===== src/rtl/seq_pattern_tx.sv =====
// seq_pattern_tx
//   Serial bit-pattern transmitter. A start pulse in IDLE latches a PAT_W-bit
//   pattern, a repeat count and an inter-frame gap. The pattern is then sent
//   MSB-first, one bit per clock, once per frame. Idle gap cycles may separate
//   frames. This is the stimulus/loopback source for sequence-detector receivers.
// Ports
//   clk          in   rising-edge clock
//   reset        in   asynchronous reset, active low
//   start        in   1-cycle request, honoured only in IDLE
//   pattern      in   [PAT_W-1:0] pattern, latched on accepted start
//   repeat_cnt   in   [CNT_W-1:0] frame count, latched on start (0 -> 1)
//   gap_len      in   [GAP_W-1:0] idle cycles between frames (0 = back-to-back)
//   out_bit      out  serial data, 0 outside SEND
//   out_valid    out  out_bit carries pattern data
//   frame_start  out  high with the MSB of every frame
//   busy         out  transfer in progress (SEND or GAP)
//   done         out  1-cycle pulse after the last bit of the last frame
// All outputs are registered.
module seq_pattern_tx #(
  parameter int PAT_W = 4,
  parameter int CNT_W = 4,
  parameter int GAP_W = 4
) (
  input  logic             clk,
  input  logic             reset,
  input  logic             start,
  input  logic [PAT_W-1:0] pattern,
  input  logic [CNT_W-1:0] repeat_cnt,
  input  logic [GAP_W-1:0] gap_len,
  output logic             out_bit,
  output logic             out_valid,
  output logic             frame_start,
  output logic             busy,
  output logic             done
);

  localparam int IDX_W = (PAT_W > 1) ? $clog2(PAT_W) : 1;
  localparam logic [IDX_W-1:0] IDX_MSB = IDX_W'(PAT_W - 1);

  typedef enum logic [1:0] {IDLE, SEND, GAP} state_t;

  state_t           state_q;
  logic [PAT_W-1:0] pat_q;
  logic [IDX_W-1:0] idx_q;      // index of the bit currently on out_bit
  logic [CNT_W-1:0] frames_q;   // frames left, including the one in flight
  logic [GAP_W-1:0] gap_q;      // latched gap length
  logic [GAP_W-1:0] gap_cnt_q;  // gap cycles left, including the current one
  logic             bit_q, valid_q, fs_q, busy_q, done_q;

  logic [IDX_W-1:0] idx_d;
  logic [CNT_W-1:0] frames_d;
  logic [GAP_W-1:0] gap_cnt_d;

  assign idx_d     = idx_q - IDX_W'(1);
  assign frames_d  = frames_q - CNT_W'(1);
  assign gap_cnt_d = gap_cnt_q - GAP_W'(1);

  always_ff @(posedge clk or negedge reset) begin
    if (!reset) begin
      state_q   <= IDLE;
      pat_q     <= '0;
      idx_q     <= '0;
      frames_q  <= '0;
      gap_q     <= '0;
      gap_cnt_q <= '0;
      bit_q     <= 1'b0;
      valid_q   <= 1'b0;
      fs_q      <= 1'b0;
      busy_q    <= 1'b0;
      done_q    <= 1'b0;
    end else begin
      done_q <= 1'b0;
      fs_q   <= 1'b0;
      case (state_q)
        IDLE: begin
          bit_q   <= 1'b0;
          valid_q <= 1'b0;
          busy_q  <= 1'b0;
          if (start) begin
            pat_q    <= pattern;
            frames_q <= (repeat_cnt == '0) ? CNT_W'(1) : repeat_cnt;
            gap_q    <= gap_len;
            idx_q    <= IDX_MSB;
            bit_q    <= pattern[PAT_W-1];
            valid_q  <= 1'b1;
            fs_q     <= 1'b1;
            busy_q   <= 1'b1;
            state_q  <= SEND;
          end
        end
        SEND: begin
          if (idx_q != '0) begin
            idx_q <= idx_d;
            bit_q <= pat_q[idx_d];
          end else if (frames_q > CNT_W'(1)) begin
            frames_q <= frames_d;
            if (gap_q == '0) begin
              // back-to-back: next frame's MSB immediately follows bit 0
              idx_q <= IDX_MSB;
              bit_q <= pat_q[PAT_W-1];
              fs_q  <= 1'b1;
            end else begin
              gap_cnt_q <= gap_q;
              bit_q     <= 1'b0;
              valid_q   <= 1'b0;
              state_q   <= GAP;
            end
          end else begin
            bit_q   <= 1'b0;
            valid_q <= 1'b0;
            busy_q  <= 1'b0;
            done_q  <= 1'b1;
            state_q <= IDLE;
          end
        end
        GAP: begin
          // gap_cnt_q counts the gap cycle being shown; leave on the last one
          if (gap_cnt_q == GAP_W'(1)) begin
            idx_q   <= IDX_MSB;
            bit_q   <= pat_q[PAT_W-1];
            valid_q <= 1'b1;
            fs_q    <= 1'b1;
            state_q <= SEND;
          end else begin
            gap_cnt_q <= gap_cnt_d;
          end
        end
        default: state_q <= IDLE;
      endcase
    end
  end

  assign out_bit     = bit_q;
  assign out_valid   = valid_q;
  assign frame_start = fs_q;
  assign busy        = busy_q;
  assign done        = done_q;

endmodule


===== config.mk =====
export PLATFORM = sky130hd
export DESIGN_NAME = seq_pattern_tx
export DESIGN_NICKNAME = d
export VERILOG_FILES = /design/src/rtl/seq_pattern_tx.sv
export SDC_FILE = /design/constraint.sdc
export NUM_CORES = 1
export LEC_CHECK = 0
export BUFFER_PORTS_ARGS = -buffer_cell sky130_fd_sc_hd__buf_2
export CAP_MARGIN = 20
export CORE_ASPECT_RATIO = 2
export CORE_MARGIN = 5
export CORE_UTILIZATION = 45
export DETAILED_ROUTE_END_ITERATION = 8
export MAX_ROUTING_LAYER = met4
export PLACE_DENSITY_LB_ADDON = 0.2
export SLEW_MARGIN = 20
export SYNTH_ARGS = -nofsm -noshare
export SYNTH_HDL_FRONTEND = slang
export SYNTH_SLANG_ARGS = --single-unit

===== constraint.sdc =====
create_clock -name clk -period 2.8 [get_ports clk]
set_input_delay 0.28 -clock clk [delete_from_list [all_inputs] [get_ports clk]]
set_output_delay 0.28 -clock clk [all_outputs]
set_load 0.01 [all_outputs]

# After elaboration in Yosys (flattened, before gate mapping)
# Cells that the tools add are included.
# word_totals
ff_bits	25
out_inout_bits	5
word_cells	91
# op_classes
addsub	3
magnitude_cmp	2
eq_ne	13
mux	47
reduce_logical	15
# ops
operator	count
$mux 4	8
$mux 1	20
$mux 2	10
$pmux 4 s2	2
$ne 2x2->1 const B	7
$pmux 2 s3	2
$reduce_and 4->1	3
$reduce_and 5->1	2
$ne 3x3->1 const B	3
$pmux 1 s3	3
$logic_not 4->1	2
$sub 4x1->4 const B	2
$reduce_bool 2->1	3
$eq 4x1->1 const B	1
$gt 4x1->1 const B	1
$reduce_and 2->1	2
$lt 2x3->1 const B	1
$reduce_and 3->1	1
$reduce_bool 3->1	1
$bmux 1 s2	1
$eq 2x1->1 const B	1
$eq 2x2->1 const B	1
$logic_not 2->1	1
$pmux 1 s2	1
$sub 2x1->2 const B	1

# Logic depth before layout (Yosys ltp)
# depth
depth_word	5
ltp_mapped	7

# Least setup slack after synthesis
# OpenSTA, ideal clock, no wires.
# synth_timing
path_type	reg2reg
startpoint	reg gap_cnt_q[1]
endpoint	reg idx_q[0]
setup_ns	0.128
t_arrival_ns	1.660
setup_slack_ns	1.013
stages_incl_launch_ff	7
path_buffers	0
period_less_slack_ns	1.787
cell_sequence	dfrtp_1 -> inv_1 -> ha_1 -> or3b_1 -> a21oi_4 -> o211ai_2 -> mux2_1
# synth_via
elab_chain_len	3
# synth_rtl
element	line	source
start: declaration	47	logic [GAP_W-1:0] gap_cnt_q;
start signal: assignment	103	gap_cnt_q <= gap_q;
start signal: assignment	125	gap_cnt_q <= gap_cnt_d;
$eq 4x1->1	118	if (gap_cnt_q == GAP_W'(1)) begin
$ne 2x2->1 (no line)	-	
$reduce_and 5->1 (no line)	-	
end signal: assignment	93	idx_q <= idx_d;
end: declaration	44	logic [IDX_W-1:0] idx_q;
# Every way passes these cells.
# A chain may end at the register's enable or synchronous reset.

# Worst setup path after layout
# layout_timing
startpoint	reg state_q[1]
endpoint	reg frames_q[0]
# layout_via
elab_chain_len	3
elab_cells_between_ends	8
cone_classes	eq/ne (4); mux (1); reduce/logical (3)
# layout_rtl
element	line	source
start: declaration	42	state_t state_q;
start signal: assignment	60	state_q <= IDLE;
start signal: assignment	88	state_q <= SEND;
start signal: assignment	106	state_q <= GAP;
$eq 2x1->1 / $logic_not 2->1 (equally long branches)	74	case (state_q)
$ne 2x2->1 (no line) / $reduce_bool 2->1 (equally long branches)	-	
$reduce_and 4->1 (no line)	-	
end signal: assignment	81	frames_q <= (repeat_cnt == '0) ? CNT_W'(1) : repeat_cnt;
end signal: assignment	96	frames_q <= frames_d;
end: declaration	45	logic [CNT_W-1:0] frames_q;
# Parallel ways exist; a longest one is shown, timed or not.

==> results.py <==
metrics = {
    "run_status": {
        "outcome": "complete, but fails checks",
        "violations": "negative hold slack",
    },
    "logic_synthesis": {
        "synth_edf_count": 0,
        "ys_warn_count": 0,
        "synth.distinct_cells": 48,
        "syn-cell-area_sq_um": 1587,
        "ys_seq_area_share_pct": 39.43,
        "syn_nets": 183,
        "synth_seq_cells": 25,
        "synthArstFlopShare_pct": 100.0,
        "synthFlopType": "dfrtp_1",
        "netlist_instances": 158,
        "syn_area_per_cell_sq_um": 10.04,
    },
    "routing": {
        "vias": 1220,
        "avgRoutedWirePerCell_um": 15.50,
        "dr.pass1.iters": 4,
        "drtIter0Drc": 32,
        "drc": 0,
        "via_per_inst": 5.446,
        "ant_nets": 0,
        "routed_wl_um": 3473,
    },
    "power": {
        "switching_share_pct": 42.63,
        "power.density_nw_per_um2": 1097,
        "power.switching_w": 0.0008257,
        "p_leak_nw": 0.7921,
        "seqPwrFrac_pct": 35.4,
        "p_int_w": 0.001111,
        "p_clk_share_pct": 11.2,
        "vdd_ir_drop_max_uv": 633.9,
        "p_comb_share_pct": 53.4,
    },
    "layout": {
        "utilization_pct": 51.69,
        "nFillCells": 323,
        "drive_gt1_share_pct": 26.14,
        "syn_to_final_growth_pct": 11.28,
        "layout.nets": 202,
        "antennaDiodeCount": 0,
    },
    "placement": {
        "gp_congestion": 0.8753,
        "dpl.hpwl_um": 2769,
        "port_buffers": 19,
    },
    "cts": {
        "cts_max_level": 1,
        "cts_buffers": 3,
        "clkSinkCount": 25,
        "clockBufferDepth": 2,
        "clkTransAtPathRegs_ns": 0.09,
        "cts_hold_repair.buffers": 0,
        "cts_tree": "yes",
        "cts_resized": 0,
        "worstSkewPairLatency_ns": 0.27,
        "postCtsSetupRepairBufs": 0,
        "clockRootBuffer": "clkbuf_8",
    },
    "timing": {
        "final.min_clock_period_ns": 2.122,
        "worst_pin_slew_ns": 0.5661,
        "timing.hold.ws_ns": -0.01835,
        "max_freq_mhz": 471.3,
        "fin_crit_sh_pct": 75.78,
        "skew_ns": 0.008016,
        "rsz0062_at_grt": "no",
        "relSlewSlack_pct": 62.26,
        "fin_tns_setup_ns": 0,
        "hold_viol": 14,
        "finalSetupViolCount": 0,
        "drv_slew": 0,
    },
    "die": {
        "dieArea_sq_um": 4885,
        "ios": 20,
        "start_util_pct": 46.45,
        "die_w_um": 51.99,
        "die_h_um": 93.97,
        "rows": 30,
        "core_sq_um": 3416,
    },
    "global_route": {
        "gr-usage-all-layers_pct": 17.25,
        "grt_max_degree": 26,
        "grt_pass1_wl_um": 6216,
        "antenna_found_initial": 0,
        "grt_pass1_vias": 1330,
        "overflow": 0,
    },
    "critical_path": {
        "crit_fanout": 13,
        "rr_worst_depth": 6,
        "rrSetupSlack_ns": 0.68,
        "crit_arrival_ns": 2.28,
        "startpoint_type": "register",
        "r2r-start": "state_q[1]",
        "crit_type": "reg2reg",
        "r2r_end": "frames_q[0]",
        "worstPathRequired_ns": 2.96,
        "critPathCaptureType": "register",
        "startpoint": "state_q[1]",
    },
    "hold_path": {
        "hp-class": "in2async",
    },
    "run": {
        "drv_cap": 0,
    },
}
-- flip-flops by register name, summed over array words and instances (netlist names) --
register / cells
frames_q: 4
gap_cnt_q: 4
gap_q: 4
pat_q: 4
idx_q: 2
state_q: 2
busy: 1
done: 1
frame_start: 1
out_bit: 1
out_valid: 1
-- how the worst max path moves through the flow --
stage	to	depth (start not counted)
floorplan	idx_q[0]	6
global placement	frames_q[0]	6
detailed placement	frames_q[0]	6
CTS	frames_q[0]	6
global route	frames_q[0]	6
finish	frames_q[0]	6
-- power by group through the flow --
stage	sequential [W]	clock (W)	combinational, W
after floorplan	0.000661	0	0.000838
after detailed placement	0.000694	0	0.00104
after global placement	0.000683	0	0.00102
final	0.000686	0.000217	0.00103
after global routing	0.000713	0.000241	0.00119
after CTS	0.000686	0.000222	0.00105
-- cells in the final DEF (no fill, tap or decap), types with 2 or more instances in the layout --
| master | instances |
|---|---|
| dfrtp_1 | 25 |
| buf_2 | 19 |
| nand2_1 | 17 |
| inv_1 | 10 |
| ha_1 | 10 |
| mux2_2 | 9 |
| a21oi_1 | 7 |
| mux2i_1 | 7 |
| nor2_1 | 6 |
| nand2b_1 | 6 |
| o21ai_0 | 5 |
| nor2b_1 | 5 |
| a31oi_1 | 3 |
| nand3_1 | 3 |
| nor3_1 | 3 |
| clkbuf_8 | 3 |
| or2_2 | 2 |
| mux2_1 | 2 |
| a31o_2 | 2 |
| a21o_1 | 2 |
-- final cells by class --
class | count | area, sq um | area share, %
clock inverter | 1 | 5.005 | 0.2835
timing repair buffer | 20 | 102.6 | 5.811
tap | 48 | 60.06 | 3.402
inverter | 10 | 37.54 | 2.126
clock buffer | 3 | 41.29 | 2.339
multi-input combinational | 117 | 893.4 | 50.60
sequential | 25 | 625.6 | 35.44
-- synthesized netlist by cell type, drive strengths merged (5+ instances only) --
library cell  count  area share (%)
a21oi             9             3.8
ha               10             7.9
nor2              6             1.4
o21ai             6             1.9
nand2b            6             2.4
dfrtp            25              39
mux2i             7             4.4
inv              10             2.4
mux2             11             7.8
clkbuf            5             1.2
nand2            17             4.0
nor2b             5             2.0
-- kinds of logic (layout without fill, tap and decap cells) --
kind of cell / count (synthesis) / after routing / synth area share [%]
flip-flops: 25 / 25 / 39.43
AO/OA/AOI/OAI: 35 / 35 / 16.48
buffers and inverters: 16 / 34 / 4.259
AND/OR/NAND/NOR: 53 / 53 / 18.30
adder cells (fa/ha/maj): 10 / 10 / 7.886
multiplexers: 19 / 19 / 13.64
-- layer usage --
metal | GRT usage (%) | part of all wire (%) | vias up
met5 | - | 0 | -
li1 | - | - | 599
met4 | 7.440 | 2.9 | 0
met3 | 2.385 | 2.9 | 11
met1 | 18.91 | 39 | 589
met2 | 30.04 | 55 | 21
-- stage by stage --
| stage | total power, W | area [sq um] | std cells | hold WS [ns] | setup WS, ns |
|---|---|---|---|---|---|
| 2_1_floorplan | 0.001499 | 1587 | 158 | -0.01559 | 1.013 |
| 3_3_place_gp | 0.001707 | 1719 | 220 | 0.3037 | 0.7581 |
| 3_5_place_dp | 0.001737 | 1719 | 220 | 0.3142 | 0.6938 |
| 4_1_cts | 0.001955 | 1765 | 224 | 0.01198 | 0.6786 |
| 5_1_grt | 0.002140 | 1765 | 224 | 0.03339 | 0.4412 |
| 6_report | 0.001937 | 1765 | 224 | -0.01835 | 0.6781 |
-- worst max-delay path, cell delays in order (launching register included) --
cell and delay [ns]:
dfrtp_1 0.43, inv_1 0.12, ha_1 0.45, nand2_1 0.23
a21o_1 0.21, a21oi_1 0.21, mux2_2 0.36
Note: power is estimated with default switching activity, not from simulation.
